**src/rtl/divider_recon_mult_seq_pkg.sv**
```systemverilog
// Shared types and sizing for the shift-add dividend reconstructor (divider_recon_mult_seq).
package divrec_pkg;

  localparam int DIVREC_WIDTH_DEF  = 8;
  localparam int DIVREC_STEP_W_DEF = $clog2(DIVREC_WIDTH_DEF);

  typedef enum logic [1:0] {
    IDLE = 2'd0,
    BUSY = 2'd1,
    DONE = 2'd2
  } divrec_state_e;

  // Step counter width; a 1-bit operand still needs a 1-bit counter.
  function automatic int divrec_step_w(input int w);
    return (w > 1) ? $clog2(w) : 1;
  endfunction

endpackage

```
**src/rtl/divider_recon_mult_seq_if.sv**
```systemverilog
// Valid/ready operand and result stream of the reconstructor.
// With DIVREC_CHECK_EN defined it also carries the reference dividend and the mismatch outputs.
interface divider_recon_mult_seq_if #(
  parameter int WIDTH = 8
);

  logic               in_valid;
  logic               in_ready;
  logic [WIDTH-1:0]   q_in;
  logic [WIDTH-1:0]   d_in;
  logic [WIDTH-1:0]   r_in;
  logic               out_valid;
  logic               out_ready;
  logic [2*WIDTH-1:0] n_out;
  logic               busy;
`ifdef DIVREC_CHECK_EN
  logic [2*WIDTH-1:0] n_ref;
  logic               mismatch;
  logic [15:0]        mismatch_cnt;

  modport master (
    output in_valid, q_in, d_in, r_in, out_ready, n_ref,
    input  in_ready, out_valid, n_out, busy, mismatch, mismatch_cnt
  );

  modport slave (
    input  in_valid, q_in, d_in, r_in, out_ready, n_ref,
    output in_ready, out_valid, n_out, busy, mismatch, mismatch_cnt
  );
`else
  modport master (
    output in_valid, q_in, d_in, r_in, out_ready,
    input  in_ready, out_valid, n_out, busy
  );

  modport slave (
    input  in_valid, q_in, d_in, r_in, out_ready,
    output in_ready, out_valid, n_out, busy
  );
`endif

endinterface

```
**src/rtl/divider_recon_mult_seq_add_step.sv**
```systemverilog
// One shift-add step of the reconstructor: add the aligned divisor when the current quotient bit is set.
module divrec_add_step #(
  parameter int NW = 16
) (
  input  logic [NW-1:0] acc_i,
  input  logic [NW-1:0] d_sh_i,
  input  logic          q_bit_i,
  output logic [NW-1:0] acc_o
);

  // The accumulator never exceeds 2^NW - 2^(NW/2), so no carry out is kept.
  assign acc_o = q_bit_i ? (acc_i + d_sh_i) : acc_i;

endmodule

```
**src/rtl/divider_recon_mult_seq.sv**
```systemverilog
// Sequential reconstructor n = q*d + r, LSB-first shift-add, one operand set in flight.
// Optional DIVREC_CHECK_EN adds a reference compare and a saturating mismatch counter.
//
// state | meaning
// IDLE  | ready for an operand set (in_ready=1)
// BUSY  | WIDTH shift-add steps, then one cycle to enter DONE
// DONE  | result held on n_out with out_valid until out_ready
module divider_recon_mult_seq
  import divrec_pkg::*;
#(
  parameter int WIDTH = DIVREC_WIDTH_DEF
) (
  input  logic                     clk,
  input  logic                     rst_n,
  divider_recon_mult_seq_if.slave  bus
);

  localparam int NW = 2 * WIDTH;
  localparam int SW = divrec_step_w(WIDTH);
  localparam logic [SW-1:0] STEP_LAST = SW'(WIDTH - 1);

  divrec_state_e   state_q, state_d;
  logic [WIDTH-1:0] q_sh_q, q_sh_d;
  logic [NW-1:0]    d_sh_q, d_sh_d;
  logic [NW-1:0]    acc_q, acc_d;
  logic [SW-1:0]    step_q, step_d;
  logic             fin_q, fin_d;
  logic [NW-1:0]    acc_step;
  logic             accept;
  logic             handoff;

  divrec_add_step #(.NW(NW)) u_add_step (
    .acc_i   (acc_q),
    .d_sh_i  (d_sh_q),
    .q_bit_i (q_sh_q[0]),
    .acc_o   (acc_step)
  );

  assign accept  = (state_q == IDLE) && bus.in_valid;
  assign handoff = (state_q == DONE) && bus.out_ready;

  always_ff @(posedge clk or negedge rst_n) begin
    if (!rst_n) begin
      state_q <= IDLE;
      q_sh_q  <= '0;
      d_sh_q  <= '0;
      acc_q   <= '0;
      step_q  <= '0;
      fin_q   <= 1'b0;
    end else begin
      state_q <= state_d;
      q_sh_q  <= q_sh_d;
      d_sh_q  <= d_sh_d;
      acc_q   <= acc_d;
      step_q  <= step_d;
      fin_q   <= fin_d;
    end
  end

  always_comb begin
    state_d = state_q;
    q_sh_d  = q_sh_q;
    d_sh_d  = d_sh_q;
    acc_d   = acc_q;
    step_d  = step_q;
    fin_d   = fin_q;
    case (state_q)
      IDLE: begin
        if (accept) begin
          state_d = BUSY;
          q_sh_d  = bus.q_in;
          d_sh_d  = {{WIDTH{1'b0}}, bus.d_in};
          acc_d   = {{WIDTH{1'b0}}, bus.r_in};
          step_d  = '0;
          fin_d   = 1'b0;
        end
      end
      BUSY: begin
        // fin_q marks that all WIDTH steps are in; this cycle only moves to DONE.
        if (fin_q) begin
          state_d = DONE;
        end else begin
          acc_d  = acc_step;
          q_sh_d = q_sh_q >> 1;
          d_sh_d = d_sh_q << 1;
          step_d = step_q + SW'(1);
          if (step_q == STEP_LAST) begin
            fin_d = 1'b1;
          end
        end
      end
      DONE: begin
        if (handoff) begin
          state_d = IDLE;
        end
      end
      default: state_d = IDLE;
    endcase
  end

  assign bus.in_ready  = (state_q == IDLE);
  assign bus.out_valid = (state_q == DONE);
  assign bus.busy      = (state_q == BUSY);
  assign bus.n_out     = (state_q == DONE) ? acc_q : '0;

`ifdef DIVREC_CHECK_EN
  logic [NW-1:0] n_ref_q;
  logic [15:0]   mm_cnt_q;
  logic          mm;

  assign mm = (state_q == DONE) && (acc_q != n_ref_q);

  always_ff @(posedge clk or negedge rst_n) begin
    if (!rst_n) begin
      n_ref_q  <= '0;
      mm_cnt_q <= '0;
    end else begin
      if (accept) begin
        n_ref_q <= bus.n_ref;
      end
      if (handoff && mm && (mm_cnt_q != 16'hFFFF)) begin
        mm_cnt_q <= mm_cnt_q + 16'd1;
      end
    end
  end

  assign bus.mismatch     = mm;
  assign bus.mismatch_cnt = mm_cnt_q;
`endif

endmodule

```
**src/flat_wrapper.sv**
```systemverilog
// flat-port wrapper written by rule: the top's interface ports become plain ports
module divider_recon_mult_seq_flat import divrec_pkg::*;
#(
  parameter int WIDTH = DIVREC_WIDTH_DEF
)
  (clk, rst_n, bus_in_valid, bus_q_in, bus_d_in, bus_r_in, bus_out_ready, bus_in_ready, bus_out_valid, bus_n_out, bus_busy);
  divider_recon_mult_seq_if #(.WIDTH(WIDTH)) bus_i ();
  input  logic clk;
  input  logic rst_n;
  input wire logic [$bits(bus_i.in_valid)-1:0] bus_in_valid;
  input wire logic [$bits(bus_i.q_in)-1:0] bus_q_in;
  input wire logic [$bits(bus_i.d_in)-1:0] bus_d_in;
  input wire logic [$bits(bus_i.r_in)-1:0] bus_r_in;
  input wire logic [$bits(bus_i.out_ready)-1:0] bus_out_ready;
  output wire logic [$bits(bus_i.in_ready)-1:0] bus_in_ready;
  output wire logic [$bits(bus_i.out_valid)-1:0] bus_out_valid;
  output wire logic [$bits(bus_i.n_out)-1:0] bus_n_out;
  output wire logic [$bits(bus_i.busy)-1:0] bus_busy;
  assign bus_i.in_valid = bus_in_valid;
  assign bus_i.q_in = bus_q_in;
  assign bus_i.d_in = bus_d_in;
  assign bus_i.r_in = bus_r_in;
  assign bus_i.out_ready = bus_out_ready;
  assign bus_in_ready = bus_i.in_ready;
  assign bus_out_valid = bus_i.out_valid;
  assign bus_n_out = bus_i.n_out;
  assign bus_busy = bus_i.busy;
  divider_recon_mult_seq #(.WIDTH(WIDTH)) u_core (.clk(clk), .rst_n(rst_n), .bus(bus_i));
endmodule
```
**config.mk**
```make
export PLATFORM = sky130hd
export DESIGN_NAME = divider_recon_mult_seq_flat
export DESIGN_NICKNAME = d
export VERILOG_FILES = /design/src/rtl/divider_recon_mult_seq_pkg.sv /design/src/rtl/divider_recon_mult_seq_if.sv /design/src/rtl/divider_recon_mult_seq_add_step.sv /design/src/rtl/divider_recon_mult_seq.sv /design/src/flat_wrapper.sv
export SDC_FILE = /design/constraint.sdc
export NUM_CORES = 1
export LEC_CHECK = 0
export ABC_CLOCK_PERIOD_IN_PS = 5500
export CAP_MARGIN = 30
export CORE_ASPECT_RATIO = 0.6
export CORE_UTILIZATION = 65
export CTS_CLUSTER_SIZE = 16
export DETAILED_ROUTE_END_ITERATION = 8
export DONT_BUFFER_PORTS = 1
export PLACE_DENSITY = 0.81
export SYNTH_ARGS = -nofsm -noshare
export SYNTH_HDL_FRONTEND = slang
export SYNTH_SLANG_ARGS = --single-unit
export TNS_END_PERCENT = 5
```
**constraint.sdc**
```tcl
create_clock -name clk -period 5.5 [get_ports clk]
set_input_delay 0.55 -clock clk [delete_from_list [all_inputs] [get_ports clk]]
set_output_delay 0.55 -clock clk [all_outputs]
set_load 0.02 [all_outputs]
```
# Yosys cells after proc, flatten, opt, wreduce, memory -nomap -nowiden
# Index checks and enable logic that the tools add are counted.
# classes
add_sub_neg	2
eq_ne	8
mux	22
n_reduce_logical	8
# ops
cell	n
16-bit two-way mux	6
16-bit case mux with 2 select lines	2
16-bit adder	1
8-bit two-way mux	2
8-bit case mux with 2 select lines	1
2-bit by 1-bit != test with 1-bit output, second input constant	4
2-bit two-way mux	3
3-bit two-way mux	2
2-bit case mux with 3 select lines	1
3-bit case mux with 2 select lines	1
3-bit AND reduction	2
4-bit AND reduction	1
3-bit by 1-bit adder with 3-bit output, second input constant	1
3-bit equality test, second input constant	1
1-bit two-way mux	3
2-bit by 1-bit equality test with 1-bit output, second input constant	1
2-bit equality test, second input constant	1
1-bit logical AND	2
2-bit logical NOT	1
2-bit != test, second input constant	1
1-bit case mux with 2 select lines	1
2-bit AND reduction	1
2-bit nonzero test	1
# totals
register_bits	46
in_bits	28
out_inout_bits	19
word_cells	46

# Depth between registers and ports, before layout
# Gate-level depths: netlist (run 1).
# depth
word_depth	4
mapped_depth	9
ltp_nobuf	9

# Hierarchy
# Synthesis (run 1) repeated with hierarchy kept, for this count alone.
# hier_totals
hier_cells	286
hier_area_um2	3188.1
# by_module_without_submodules
mod	instances	cells_each	area_per_inst_um2	seq_area_each_um2
divider_recon_mult_seq	1	153	2202.1	1151.1
divrec_add_step	1	133	985.9	0.0

# Worst setup path before layout (run 1)
# OpenSTA, ideal clock, no wires.
# synth_path
path_kind	register to register
from	reg u_core.acc_q[0]
to	reg u_core.acc_q[14]
setup_time_ns	0.132
t_arrival_ns	2.181
required_time_ns	5.368
setup_slack_ns	3.187
path_stages_with_launch	10
n_path_buf	0
period_less_slack_ns	2.313
cell_sequence	dfrtp_1 ha_1 fa_1 a211oi_2 o21bai_1 a21oi_2 o211ai_1 a221oi_2 xor2_1 o21ai_1
# synth_between
elab_chain_len	4
# synth_lines
item	line	source
start, declared	divider_recon_mult_seq.sv:25	logic [NW-1:0] acc_q, acc_d;
start signal, assigned	divider_recon_mult_seq.sv:47	acc_q <= '0;
start signal, assigned	divider_recon_mult_seq.sv:54	acc_q <= acc_d;
16-bit adder	divider_recon_mult_seq_add_step.sv:12	assign acc_o = q_bit_i ? (acc_i + d_sh_i) : acc_i;
16-bit two-way mux	divider_recon_mult_seq_add_step.sv:12	
16-bit two-way mux	divider_recon_mult_seq.sv:80	if (fin_q) begin
16-bit case mux with 2 select lines	divider_recon_mult_seq.sv:67	case (state_q)
# No other way between the ends. The select of a mux whose other input is x is not followed.
# A chain may end at the register's enable or synchronous reset.

# Worst setup path in the final report (run 1)
# layout_path
from	reg u_core.state_q[1]
to	reg u_core.d_sh_q[2]
# layout_between
elab_chain_len	4
elab_cells_between_ends	8
classes_between	eq/ne (3); mux (1); reduce/logical (4)
# layout_lines
item	line	source
start, declared	divider_recon_mult_seq.sv:22	divrec_state_e state_q, state_d;
start signal, assigned	divider_recon_mult_seq.sv:51	state_q <= state_d;
2-bit logical NOT	divider_recon_mult_seq.sv:39, divider_recon_mult_seq.sv:67	
1-bit logical AND	divider_recon_mult_seq.sv:39	assign accept = (state_q == IDLE) && bus.in_valid;
2-bit by 1-bit != test with 1-bit output (no line)	-	
3-bit AND reduction (no line)	-	
end signal, assigned	divider_recon_mult_seq.sv:53	d_sh_q <= d_sh_d;
end, declared	divider_recon_mult_seq.sv:24	logic [NW-1:0] d_sh_q, d_sh_d;
# Several ways; a longest one is shown, not always the timed one.

==> insert_results.sql, run 1 <==
INSERT INTO impl_metrics (metric_group, metric, value, unit) VALUES
('routing', 'route.detailed.drc', '0', ''),
('timing', 'clock-skew-final', '0.00922', 'ns'),
('synthesis', 'post_synth.cell_area_avg', '9.26', 'um2'),
('placement', 'placed_cell_area', '2770', 'um2'),
('timing', 'slew_headroom', '0.343', ''),
('synthesis', 'synth_xor_xnor_area_share', '0.0351', ''),
('global_routing', 'track_usage', '0.285', ''),
('placement', 'hpwlAfterDp', '4140', 'um'),
('die', 'ports_placed_on_the_boundary', '47', ''),
('synthesis', 'synthesis.area', '2740', 'um2'),
('synthesis', 'area_leader_netlist', 'sky130_fd_sc_hd__dfrtp_1', ''),
('synthesis', 'synth_area_leaders', 'sky130_fd_sc_hd__dfrtp_1 42%, sky130_fd_sc_hd__ha_1 7.8%, sky130_fd_sc_hd__nand2_1 6.8%', ''),
('routing', 'dr.max_layer_used', 'met4', ''),
('layout', 'drive_above_1_share', '0.0785', ''),
('die', 'floorplan.initialDensity', '0.712', ''),
('synthesis', 'synth_simple_gate_area_share', '0.193', ''),
('critical_path', 'worst_path_max_delay_cell', 'sky130_fd_sc_hd__nor2_1', ''),
('routing', 'met3_length', '459', 'um'),
('cts', 'clock_tree_sinks', '46', ''),
('die', 'die_w', '85.8', 'um'),
('synthesis', 'syn-num-nets', '342', ''),
('power_and_ir_drop', 'leakage', '1.37', 'nW'),
('global_routing', 'grt_antenna_before_repair', '0', ''),
('placement', 'pre_cts_slack', '2.33', 'ns'),
('critical_path', 'worst_path_cell_chain', 'nand2b_1 -> nor2_1 -> nor2_2 -> inv_1 -> nor2_1 -> a31oi_1', ''),
('global_routing', 'grt_overflow', '0', ''),
('synthesis', 'post_synthesis_register_bit_count', '46', ''),
('synthesis', 'synth_cells', '296', ''),
('worst_hold_path', 'min_path_type', 'in2async', ''),
('global_routing', 'grt_pass1_wl', '9440', 'um'),
('routing', 'detail_route.iter0.violations', '152', ''),
('layout', 'area.sequential', '1150', 'um2'),
('cts', 'clk_pin_slew_worst_paths', '0.09', 'ns'),
('global_routing', 'grt_max_degree', '47', ''),
('cts', 'tritoncts.num_buffers', '5', ''),
('cts', 'clk-insertion-delay-late', '0.30', 'ns'),
('synthesis', 'synth.mux.area_fraction', '0.00411', ''),
('placement', 'routabilityCongestion', '0.856', ''),
('timing', 'worst_slew_pin_slew', '0.985', 'ns'),
('synthesis', 'yosysWarnings', '0', ''),
('cts', 'cts_hold_buffers', '1', ''),
('timing', 'timing.final.ws_setup', '2.34', 'ns'),
('synthesis', 'yosysMostFrequentCell', 'sky130_fd_sc_hd__nand2_1', ''),
('timing', 'maxClockFrequency', '316', 'MHz'),
('critical_path', 'worstSetupEndpointType', 'register', ''),
('die', 'total_die_area', '4490', 'um2'),
('status', 'result_of_the_run', 'finished clean', ''),
('critical_path', 'critical_path.max_fanout', '29', ''),
('critical_path', 'cp_data_required_time', '5.73', 'ns'),
('synthesis', 'synth_top_family_by_area', 'compound AO/OA/AOI/OAI gates', ''),
('critical_path', 'slowest_delay', '0.86', 'ns'),
('layout', 'antennaDiodeCount', '0', ''),
('placement', 'port_buffers', '0', ''),
('cts', 'post_cts_resize_count', '0', ''),
('synthesis', 'synth_top_area_share', '0.420', ''),
('routing', 'postRouteAntennaNets', '0', ''),
('routing', 'met2RoutedLength', '2280', 'um'),
('synthesis', 'synth_async_sr_flop_share', '1.00', ''),
('cts', 'cts-root-to-sink-buffers', '2', ''),
('flow_run', 'drv_cap', '0', ''),
('global_routing', 'vias_in_the_first_global_route', '1939', ''),
('layout', 'stdcell_area', '2900', 'um2'),
('timing', 'grt_setup_unrepaired', 'false', ''),
('synthesis', 'synth-compound-area-share', '0.236', ''),
('cts', 'clk_root_buffer_cell', 'sky130_fd_sc_hd__clkbuf_8', ''),
('power_and_ir_drop', 'worst_ir_drop_vdd', '0.454', 'mV'),
('routing', 'routedWlPerCell', '16.3', 'um'),
('timing', 'totalNegativeSetupSlack', '0', 'ns'),
('synthesis', 'synthFlopType', 'sky130_fd_sc_hd__dfrtp_1', ''),
('synthesis', 'synth_common_cells', '50 x sky130_fd_sc_hd__nand2_1, 46 x sky130_fd_sc_hd__dfrtp_1, 26 x sky130_fd_sc_hd__nor2_1', ''),
('timing', 'timing.final.max_slew_violations', '0', '');
-- metal layers --
layer / vias up / global-route usage
met3: 4 / 0.0677
li1: 1048 / -
met1: 1029 / 0.428
met2: 84 / 0.409
met4: 0 / 0.0861
met5: - / 0
-- cell families (layout without fill, tap and decap cells) --
kind of cell | count (synthesis) | in the layout
and+or+nand+nor | 111 | 111
AOI/OAI and AO/OA | 91 | 91
DFF | 46 | 46
adders and majority gates | 18 | 18
buffers and inverters | 18 | 15
xor gates and xnor gates | 11 | 11
muxes | 1 | 1
-- state kept, by name, summed over array words and instances, names as in the netlist --
signal          count
u_core.acc_q       16
u_core.d_sh_q      16
u_core.q_sh_q       8
u_core.step_q       3
u_core.state_q      2
u_core.fin_q        1
-- metrics by stage --
stage               utilization  std cells  total power [mW]
floorplan                     -        296              1.66
CTS                       0.754        350              2.14
global route              0.754        350              2.35
finish                    0.754        350              2.15
global placement          0.719        341              1.83
detailed placement        0.719        341              1.87
-- cell type report --
type / instances / share of cell area
clock buffers: 6 / 0.0250
repair buffers: 2 / 0.0121
flip-flops and latches: 46 / 0.396
clock inverters: 2 / 0.0129
well taps: 57 / 0.0246
multi-input cells: 232 / 0.523
inverters: 5 / 0.00646
-- placed cells by master (no fill, tap or decap), drive strengths merged, types with 2 or more instances in the layout --
| master | count |
|---|---|
| a22o | 14 |
| o211ai | 2 |
| a31oi | 19 |
| a211oi | 4 |
| and2 | 18 |
| a221oi | 2 |
| o21ai | 18 |
| nand3b | 2 |
| nand3 | 3 |
| nor3 | 3 |
| clkbuf | 6 |
| xor2 | 8 |
| ha | 17 |
| a21oi | 15 |
| o21bai | 4 |
| nor2 | 27 |
| a21o | 9 |
| dfrtp | 46 |
| buf | 2 |
| nand2 | 50 |
| xnor2 | 3 |
| nand4 | 2 |
| inv | 5 |
| nand2b | 2 |
-- worst max-delay path, delay by kind of cell (launching register included) --
family / cells / cell delay (ns)
AND/OR/NAND/NOR: 4 / 1.84
buffers and inverters: 1 / 0.64
flip-flops: 1 / 0.43
AO/OA/AOI/OAI: 1 / 0.17
-- where the power goes --
part,internal [mW],total (mW),switching (mW)
Sequential,0.504,0.643,0.139
Combinational,0.494,1.25,0.758
Clock,0.136,0.253,0.118
-- final timing paths --
path	endpoint	startpoint	cells past startpoint
worst min-delay path	u_core.acc_q[2]	rst_n	1
max in group asynchronous	u_core.q_sh_q[7]	rst_n	1
worst min register to register	u_core.q_sh_q[7]	u_core.q_sh_q[7]	1
min in group clk	u_core.d_sh_q[0]	bus_d_in[0]	1
worst max-delay path	u_core.d_sh_q[2]	u_core.state_q[1]	6
worst max register to register	u_core.d_sh_q[2]	u_core.state_q[1]	6
No activity file was read; power rests on OpenSTA's default activity.
==> run 2, diff against run 1 <==
--- a/config.mk
+++ b/config.mk
@@ -5,14 +5,14 @@
 export SDC_FILE = /design/constraint.sdc
 export NUM_CORES = 1
 export LEC_CHECK = 0
-export ABC_CLOCK_PERIOD_IN_PS = 5500
+export ABC_CLOCK_PERIOD_IN_PS = 2900
 export CAP_MARGIN = 30
 export CORE_ASPECT_RATIO = 0.6
-export CORE_UTILIZATION = 65
+export CORE_UTILIZATION = 57
 export CTS_CLUSTER_SIZE = 16
 export DETAILED_ROUTE_END_ITERATION = 8
 export DONT_BUFFER_PORTS = 1
-export PLACE_DENSITY = 0.81
+export PLACE_DENSITY = 0.75
 export SYNTH_ARGS = -nofsm -noshare
 export SYNTH_HDL_FRONTEND = slang
 export SYNTH_SLANG_ARGS = --single-unit
==> constraint.sdc (replaced) <==
create_clock -name clk -period 2.9 [get_ports clk]
set_input_delay 0.29 -clock clk [delete_from_list [all_inputs] [get_ports clk]]
set_output_delay 0.29 -clock clk [all_outputs]
set_load 0.02 [all_outputs]
==> insert_results.sql, run 2 (synthesis gave the netlist of run 1 again) <==
INSERT INTO impl_metrics (metric_group, metric, value, unit) VALUES
('routing', 'vias', '2154', ''),
('placement', 'port_buffers', '0', ''),
('die', 'floorplan.initialDensity', '0.597', ''),
('status', 'result_of_the_run', 'finished clean', ''),
('global_routing', 'grt_pass1_wl', '9720', 'um'),
('routing', 'wl', '5870', 'um'),
('die', 'std_cell_rows', '19', ''),
('die', 'total_die_area', '5100', 'um2'),
('global_routing', 'grt_antenna_before_repair', '0', ''),
('timing', 'post_layout_min_period', '2.60', 'ns'),
('timing', 'timing.final.crit_share', '0.896', ''),
('die', 'ports_placed_on_the_boundary', '47', ''),
('timing', 'worst_slew_pin_slew', '0.581', 'ns'),
('cts', 'clock_tree_sinks', '46', ''),
('timing', 'whs', '0.131', 'ns'),
('critical_path', 'cp_data_required_time', '3.08', 'ns'),
('routing', 'detail_route.iter0.violations', '103', ''),
('routing', 'routedWlPerCell', '16.3', 'um'),
('critical_path', 'critical_path.max_fanout', '5', ''),
('routing', 'postRouteAntennaNets', '0', ''),
('global_routing', 'track_usage', '0.246', ''),
('power_and_ir_drop', 'power_density', '1400', 'nW/um2'),
('timing', 'maxClockFrequency', '385', 'MHz'),
('critical_path', 'slowest_delay', '0.45', 'ns'),
('die', 'floorplan.die.height', '55.7', 'um'),
('layout', 'final_cell_mix', '50 x sky130_fd_sc_hd__nand2_1, 46 x sky130_fd_sc_hd__dfrtp_1, 26 x sky130_fd_sc_hd__nor2_1, 19 x sky130_fd_sc_hd__a31oi_1', ''),
('layout', 'layout.nets', '343', ''),
('placement', 'pre_cts_slack', '0.367', 'ns'),
('layout', 'synthToLayoutAreaGrowth', '7.67', '%'),
('routing', 'drtPass1Iterations', '4', ''),
('placement', 'hpwlAfterDp', '4290', 'um'),
('critical_path', 'critical_path.startpoint_type', 'register', ''),
('power_and_ir_drop', 'worst_ir_drop_vdd', '0.730', 'mV'),
('layout', 'drive_above_1_share', '0.0906', ''),
('timing', 'totalNegativeSetupSlack', '0', 'ns'),
('power_and_ir_drop', 'leakage', '1.40', 'nW'),
('timing', 'timing.final.max_slew_violations', '0', ''),
('routing', 'route.detailed.drc', '0', ''),
('timing', 'slew_headroom', '0.613', ''),
('cts', 'clk-insertion-delay-late', '0.30', 'ns'),
('global_routing', 'grt_max_degree', '47', ''),
('die', 'fp.coreArea', '4590', 'um2'),
('cts', 'clk_pin_slew_worst_paths', '0.09', 'ns'),
('timing', 'timing.final.ws_setup', '0.303', 'ns'),
('cts', 'tritoncts', 'done', ''),
('placement', 'routabilityCongestion', '0.915', ''),
('critical_path', 'worst_ep_arrival_time', '2.78', 'ns'),
('timing', 'setup_viol_count_final', '0', ''),
('layout', 'largest_registers', 'u_core.acc_q (16), u_core.d_sh_q (16), u_core.q_sh_q (8)', ''),
('placement', 'placed_cell_area', '2800', 'um2'),
('critical_path', 'worst_path_max_delay_cell', 'sky130_fd_sc_hd__fa_1', ''),
('critical_path', 'critical_path_buf_inv_count', '0', ''),
('global_routing', 'vias_in_the_first_global_route', '1986', ''),
('routing', 'ratio_of_routed_vias_to_standard_cells', '5.97', ''),
('cts', 'cts-htree-levels', '2', ''),
('layout', 'mostFrequentLayoutCell', 'sky130_fd_sc_hd__nand2_1', ''),
('critical_path', 'criticalPathCategory', 'reg2reg', ''),
('timing', 'grt_setup_unrepaired', 'false', ''),
('critical_path', 'worstSetupEndpointType', 'register', ''),
('layout', 'antennaDiodeCount', '0', ''),
('cts', 'clk_root_buffer_cell', 'sky130_fd_sc_hd__clkbuf_8', ''),
('worst_hold_path', 'min_path_type', 'in2reg', ''),
('die', 'die_w', '91.5', 'um'),
('cts', 'cts-root-to-sink-buffers', '2', ''),
('critical_path', 'cpLargestDelayFamily', 'compound AO/OA/AOI/OAI gates', ''),
('timing', 'clock-skew-final', '0.00802', 'ns'),
('global_routing', 'grt_overflow', '0', ''),
('layout', 'stdcell_area', '2950', 'um2'),
('cts', 'tritoncts.num_buffers', '5', ''),
('flow_run', 'drv_cap', '0', ''),
('power_and_ir_drop', 'power', '4.14', 'mW'),
('timing', 'report.final.hold_viol_count', '0', ''),
('critical_path', 'worst_path_cell_chain', 'ha_1 -> fa_1 -> a211oi_2 -> o21bai_1 -> a21oi_2 -> o211ai_1 -> a221oi_2 -> xor2_1 -> o21ai_1', '');
[run 2: cell types whose count changed in the layout (fill, tap and decap cells not counted)]
cell and delta:
sky130_fd_sc_hd__dlygate4sd3_1 +1, sky130_fd_sc_hd__buf_4 +4
[run 2: cell type report]
type	count	area (um2)
Tap cell	63	78.8
Clock inverter	2	37.5
Inverter	5	18.8
Sequential cell	46	1150
Fill cell	383	1640
Clock buffer	6	72.6
Timing Repair Buffer	7	75.1
Multi-Input combinational cell	232	1520
[run 2: worst reg2reg max path, cell delays in order (launching register included)]
cell,delay (ns)
sky130_fd_sc_hd__dfrtp_1,0.40
sky130_fd_sc_hd__ha_1,0.26
sky130_fd_sc_hd__fa_1,0.45
sky130_fd_sc_hd__a211oi_2,0.28
sky130_fd_sc_hd__o21bai_1,0.13
sky130_fd_sc_hd__a21oi_2,0.31
sky130_fd_sc_hd__o211ai_1,0.15
sky130_fd_sc_hd__a221oi_2,0.26
sky130_fd_sc_hd__xor2_1,0.16
sky130_fd_sc_hd__o21ai_1,0.07
[run 2: path summary, 6_finish.rpt]
kind	to	slack [ns]	startpoint	depth (start not counted)
setup / recovery	u_core.acc_q[14]	0.30	u_core.acc_q[0]	9
hold / removal	u_core.d_sh_q[2]	0.13	bus_d_in[2]	2
setup reg to reg	u_core.acc_q[14]	0.30	u_core.acc_q[0]	9
hold reg to reg	u_core.q_sh_q[7]	0.51	u_core.q_sh_q[7]	1
max in group asynchronous	u_core.step_q[0]	2.19	rst_n	2
min in group asynchronous	u_core.acc_q[14]	0.49	rst_n	2
[run 2: what timing repair did]
item	CTS	global route
hold buffers	2	0
resized for setup	0	0
setup buffers	0	0
endpoints found under the hold margin	46	0
[run 2: power by group]
group / internal (mW) / switching, mW
sequential: 0.955 / 0.247
combinational: 0.984 / 1.47
clock: 0.258 / 0.231
[run 2: stage by stage]
stage	util	std cells
after floorplan	-	296
after global placement	0.611	351
after detailed placement	0.611	351
after CTS	0.643	361
after global routing	0.643	361
final	0.643	361
[run 2: routing by layer]
layer | part of all wire | GRT usage | up-vias
li1 | - | - | 1060
met1 | 0.51 | 0.375 | 1009
met2 | 0.40 | 0.330 | 81
met3 | 0.089 | 0.0902 | 4
met4 | 0.0055 | 0.0522 | 0
met5 | 0 | 0 | -
==> run 3, diff against run 2 <==
--- a/config.mk
+++ b/config.mk
@@ -7,13 +7,16 @@
 export LEC_CHECK = 0
 export ABC_CLOCK_PERIOD_IN_PS = 2900
 export CAP_MARGIN = 30
+export CELL_PAD_IN_SITES_DETAIL_PLACEMENT = 0
+export CELL_PAD_IN_SITES_GLOBAL_PLACEMENT = 1
 export CORE_ASPECT_RATIO = 0.6
-export CORE_UTILIZATION = 57
+export CORE_UTILIZATION = 43
 export CTS_CLUSTER_SIZE = 16
 export DETAILED_ROUTE_END_ITERATION = 8
 export DONT_BUFFER_PORTS = 1
+export GPL_ROUTABILITY_DRIVEN = 0
 export PLACE_DENSITY = 0.75
 export SYNTH_ARGS = -nofsm -noshare
 export SYNTH_HDL_FRONTEND = slang
 export SYNTH_SLANG_ARGS = --single-unit
-export TNS_END_PERCENT = 5
+export TNS_END_PERCENT = 50
==> insert_results.sql, run 3 (synthesis gave the netlist of run 1 again) <==
INSERT INTO impl_metrics (metric_group, metric, value, unit) VALUES
('die', 'floorplan.initialDensity', '0.447', ''),
('worst_hold_path', 'worstHoldStart', 'bus_q_in[2]', ''),
('die', 'die_w', '105', 'um'),
('timing', 'setup_viol_count_final', '0', ''),
('critical_path', 'regToRegEndpoint', 'u_core.acc_q[14]', ''),
('layout', 'synthToLayoutAreaGrowth', '8.63', '%'),
('global_routing', 'grt_overflow', '0', ''),
('power_and_ir_drop', 'power_frac_clock', '0.117', ''),
('power_and_ir_drop', 'power.switching', '1.97', 'mW'),
('global_routing', 'track_usage', '0.204', ''),
('placement', 'hpwlAfterDp', '4650', 'um'),
('global_routing', 'grt_antenna_before_repair', '0', ''),
('routing', 'wl', '6300', 'um'),
('critical_path', 'worstSetupEndpointType', 'register', ''),
('global_routing', 'grt_max_degree', '47', ''),
('routing', 'vias', '2117', ''),
('cts', 'cts-root-to-sink-buffers', '2', ''),
('cts', 'clk_pin_slew_worst_paths', '0.09', 'ns'),
('critical_path', 'cp_data_required_time', '3.07', 'ns'),
('layout', 'mostFrequentLayoutCell', 'sky130_fd_sc_hd__nand2_1', ''),
('critical_path', 'critical_path.startpoint_type', 'register', ''),
('die', 'fp.coreArea', '6140', 'um2'),
('layout', 'largest_registers', 'u_core.acc_q (16), u_core.d_sh_q (16), u_core.q_sh_q (8)', ''),
('cts', 'tritoncts.num_buffers', '5', ''),
('worst_hold_path', 'min_path_type', 'in2reg', ''),
('timing', 'clock-skew-final', '0.00509', 'ns'),
('global_routing', 'grt_pass1_wl', '10500', 'um'),
('die', 'total_die_area', '6710', 'um2'),
('power_and_ir_drop', 'comb_power_share', '0.593', ''),
('die', 'floorplan.die.height', '63.9', 'um'),
('critical_path', 'reg2reg_slack', '0.33', 'ns'),
('layout', 'fin_util', '0.485', ''),
('layout', 'antennaDiodeCount', '0', ''),
('power_and_ir_drop', 'internal_power', '2.20', 'mW'),
('critical_path', 'worst_ep_arrival_time', '2.74', 'ns'),
('timing', 'totalNegativeSetupSlack', '0', 'ns'),
('global_routing', 'vias_in_the_first_global_route', '2081', ''),
('cts', 'clock_tree_sinks', '46', ''),
('timing', 'timing.final.ws_setup', '0.330', 'ns'),
('layout', 'drive_above_1_share', '0.0906', ''),
('layout', 'final_cell_mix', '50 x sky130_fd_sc_hd__nand2_1, 46 x sky130_fd_sc_hd__dfrtp_1, 26 x sky130_fd_sc_hd__nor2_1, 19 x sky130_fd_sc_hd__a31oi_1', ''),
('routing', 'drtPass1Iterations', '4', ''),
('cts', 'clk_root_buffer_cell', 'sky130_fd_sc_hd__clkbuf_8', ''),
('power_and_ir_drop', 'sequential_cell_fraction_of_total_power', '0.291', ''),
('timing', 'slew_headroom', '0.612', ''),
('routing', 'detail_route.iter0.violations', '81', ''),
('layout', 'layout.nets', '343', ''),
('worst_hold_path', 'min_delay_worst_endpoint', 'u_core.q_sh_q[2]', ''),
('timing', 'worst_slew_pin_slew', '0.581', 'ns'),
('critical_path', 'criticalPathCategory', 'reg2reg', ''),
('cts', 'tritoncts', 'done', ''),
('cts', 'clk-insertion-delay-late', '0.30', 'ns'),
('placement', 'pre_cts_slack', '0.375', 'ns'),
('layout', 'fillerInstances', '600', ''),
('critical_path', 'rr_worst_depth', '9', ''),
('critical_path', 'timing.rr.start', 'u_core.d_sh_q[0]', ''),
('routing', 'route.detailed.drc', '0', ''),
('routing', 'postRouteAntennaNets', '0', ''),
('die', 'std_cell_rows', '22', ''),
('placement', 'port_buffers', '0', ''),
('timing', 'maxClockFrequency', '389', 'MHz'),
('worst_hold_path', 'timing.hold.worst_path_depth', '2', ''),
('power_and_ir_drop', 'power', '4.17', 'mW'),
('timing', 'timing.final.max_slew_violations', '0', ''),
('timing', 'grt_setup_unrepaired', 'false', ''),
('critical_path', 'critical_path.max_fanout', '5', ''),
('power_and_ir_drop', 'leakage', '1.40', 'nW'),
('timing', 'post_layout_min_period', '2.57', 'ns'),
('flow_run', 'drv_cap', '0', ''),
('timing', 'timing.final.crit_share', '0.886', ''),
('die', 'ports_placed_on_the_boundary', '47', ''),
('power_and_ir_drop', 'worst_ir_drop_vdd', '0.553', 'mV'),
('cts', 'post_cts_resize_count', '0', ''),
('power_and_ir_drop', 'switching_share', '0.473', ''),
('cts', 'cts-htree-levels', '2', ''),
('power_and_ir_drop', 'power_density', '1400', 'nW/um2'),
('routing', 'ratio_of_routed_vias_to_standard_cells', '5.54', ''),
('routing', 'routedWlPerCell', '16.5', 'um'),
('status', 'result_of_the_run', 'finished clean', ''),
('timing', 'report.final.hold_viol_count', '0', '');
-- run 3: cell counts in the layout (fill, tap and decap cells not counted) --
No cell type changed its count.
-- run 3: power by group through the flow --
| stage | clock network [mW] | logic, mW | registers (mW) |
|---|---|---|---|
| 2_1_floorplan | 0 | 2.01 | 1.13 |
| 3_3_place_gp | 0 | 2.40 | 1.22 |
| 3_5_place_dp | 0 | 2.44 | 1.22 |
| 4_1_cts | 0.501 | 2.48 | 1.21 |
| 5_1_grt | 0.529 | 2.78 | 1.25 |
| 6_report | 0.487 | 2.47 | 1.21 |
-- run 3: area by class of cell --
class / instances / area (um2) / share of cell area
Multi-Input combinational cell: 232 / 1520 / 0.510
Sequential cell: 46 / 1150 / 0.387
Tap cell: 84 / 105 / 0.0353
Timing Repair Buffer: 7 / 75.1 / 0.0252
Clock buffer: 6 / 72.6 / 0.0244
Clock inverter: 2 / 37.5 / 0.0126
Inverter: 5 / 18.8 / 0.00630
-- run 3: layer usage --
metal | vias to the layer above | wire length (um) | share of wire | track usage
met5 | - | 0 | 0 | 0
li1 | 1055 | - | - | -
met2 | 38 | 2470 | 0.39 | 0.299
met1 | 1022 | 3510 | 0.56 | 0.305
met4 | 0 | 25 | 0.0040 | 0.0317
met3 | 2 | 296 | 0.047 | 0.0541
-- run 3: how the worst max path moves through the flow --
stage | startpoint | to | slack [ns] | cells after the start
finish | u_core.d_sh_q[0] | u_core.acc_q[14] | 0.33 | 9
global route | u_core.d_sh_q[0] | u_core.acc_q[14] | 0.16 | 9
CTS | u_core.d_sh_q[0] | u_core.acc_q[14] | 0.31 | 9
detailed placement | u_core.acc_q[0] | u_core.acc_q[14] | 0.37 | 9
global placement | u_core.acc_q[0] | u_core.acc_q[14] | 0.40 | 9
floorplan | u_core.acc_q[0] | u_core.acc_q[14] | 0.59 | 9
-- run 3: per-stage QoR --
step                      hold slack, ns  cells  instance area [um2]
after floorplan                 -0.00559    296                 2740
after global placement          -0.00443    372                 2830
after detailed placement        -0.00435    372                 2830
after CTS                          0.119    382                 2980
after global routing               0.115    382                 2980
final                              0.128    382                 2980
-- run 3: repair_timing --
item	in CTS	in global routing
hold buffers	2	0
buffers inserted	0	0
hold endpoints to repair	46	0
-- run 3: critical path, stage by stage, from the launching register on --
cell and delay [ns]:
sky130_fd_sc_hd__dfrtp_1 0.41, sky130_fd_sc_hd__ha_1 0.25, sky130_fd_sc_hd__fa_1 0.47, sky130_fd_sc_hd__a211oi_2 0.28, sky130_fd_sc_hd__o21bai_1 0.12, sky130_fd_sc_hd__a21oi_2 0.27, sky130_fd_sc_hd__o211ai_1 0.15, sky130_fd_sc_hd__a221oi_2 0.25
sky130_fd_sc_hd__xor2_1 0.17, sky130_fd_sc_hd__o21ai_1 0.08
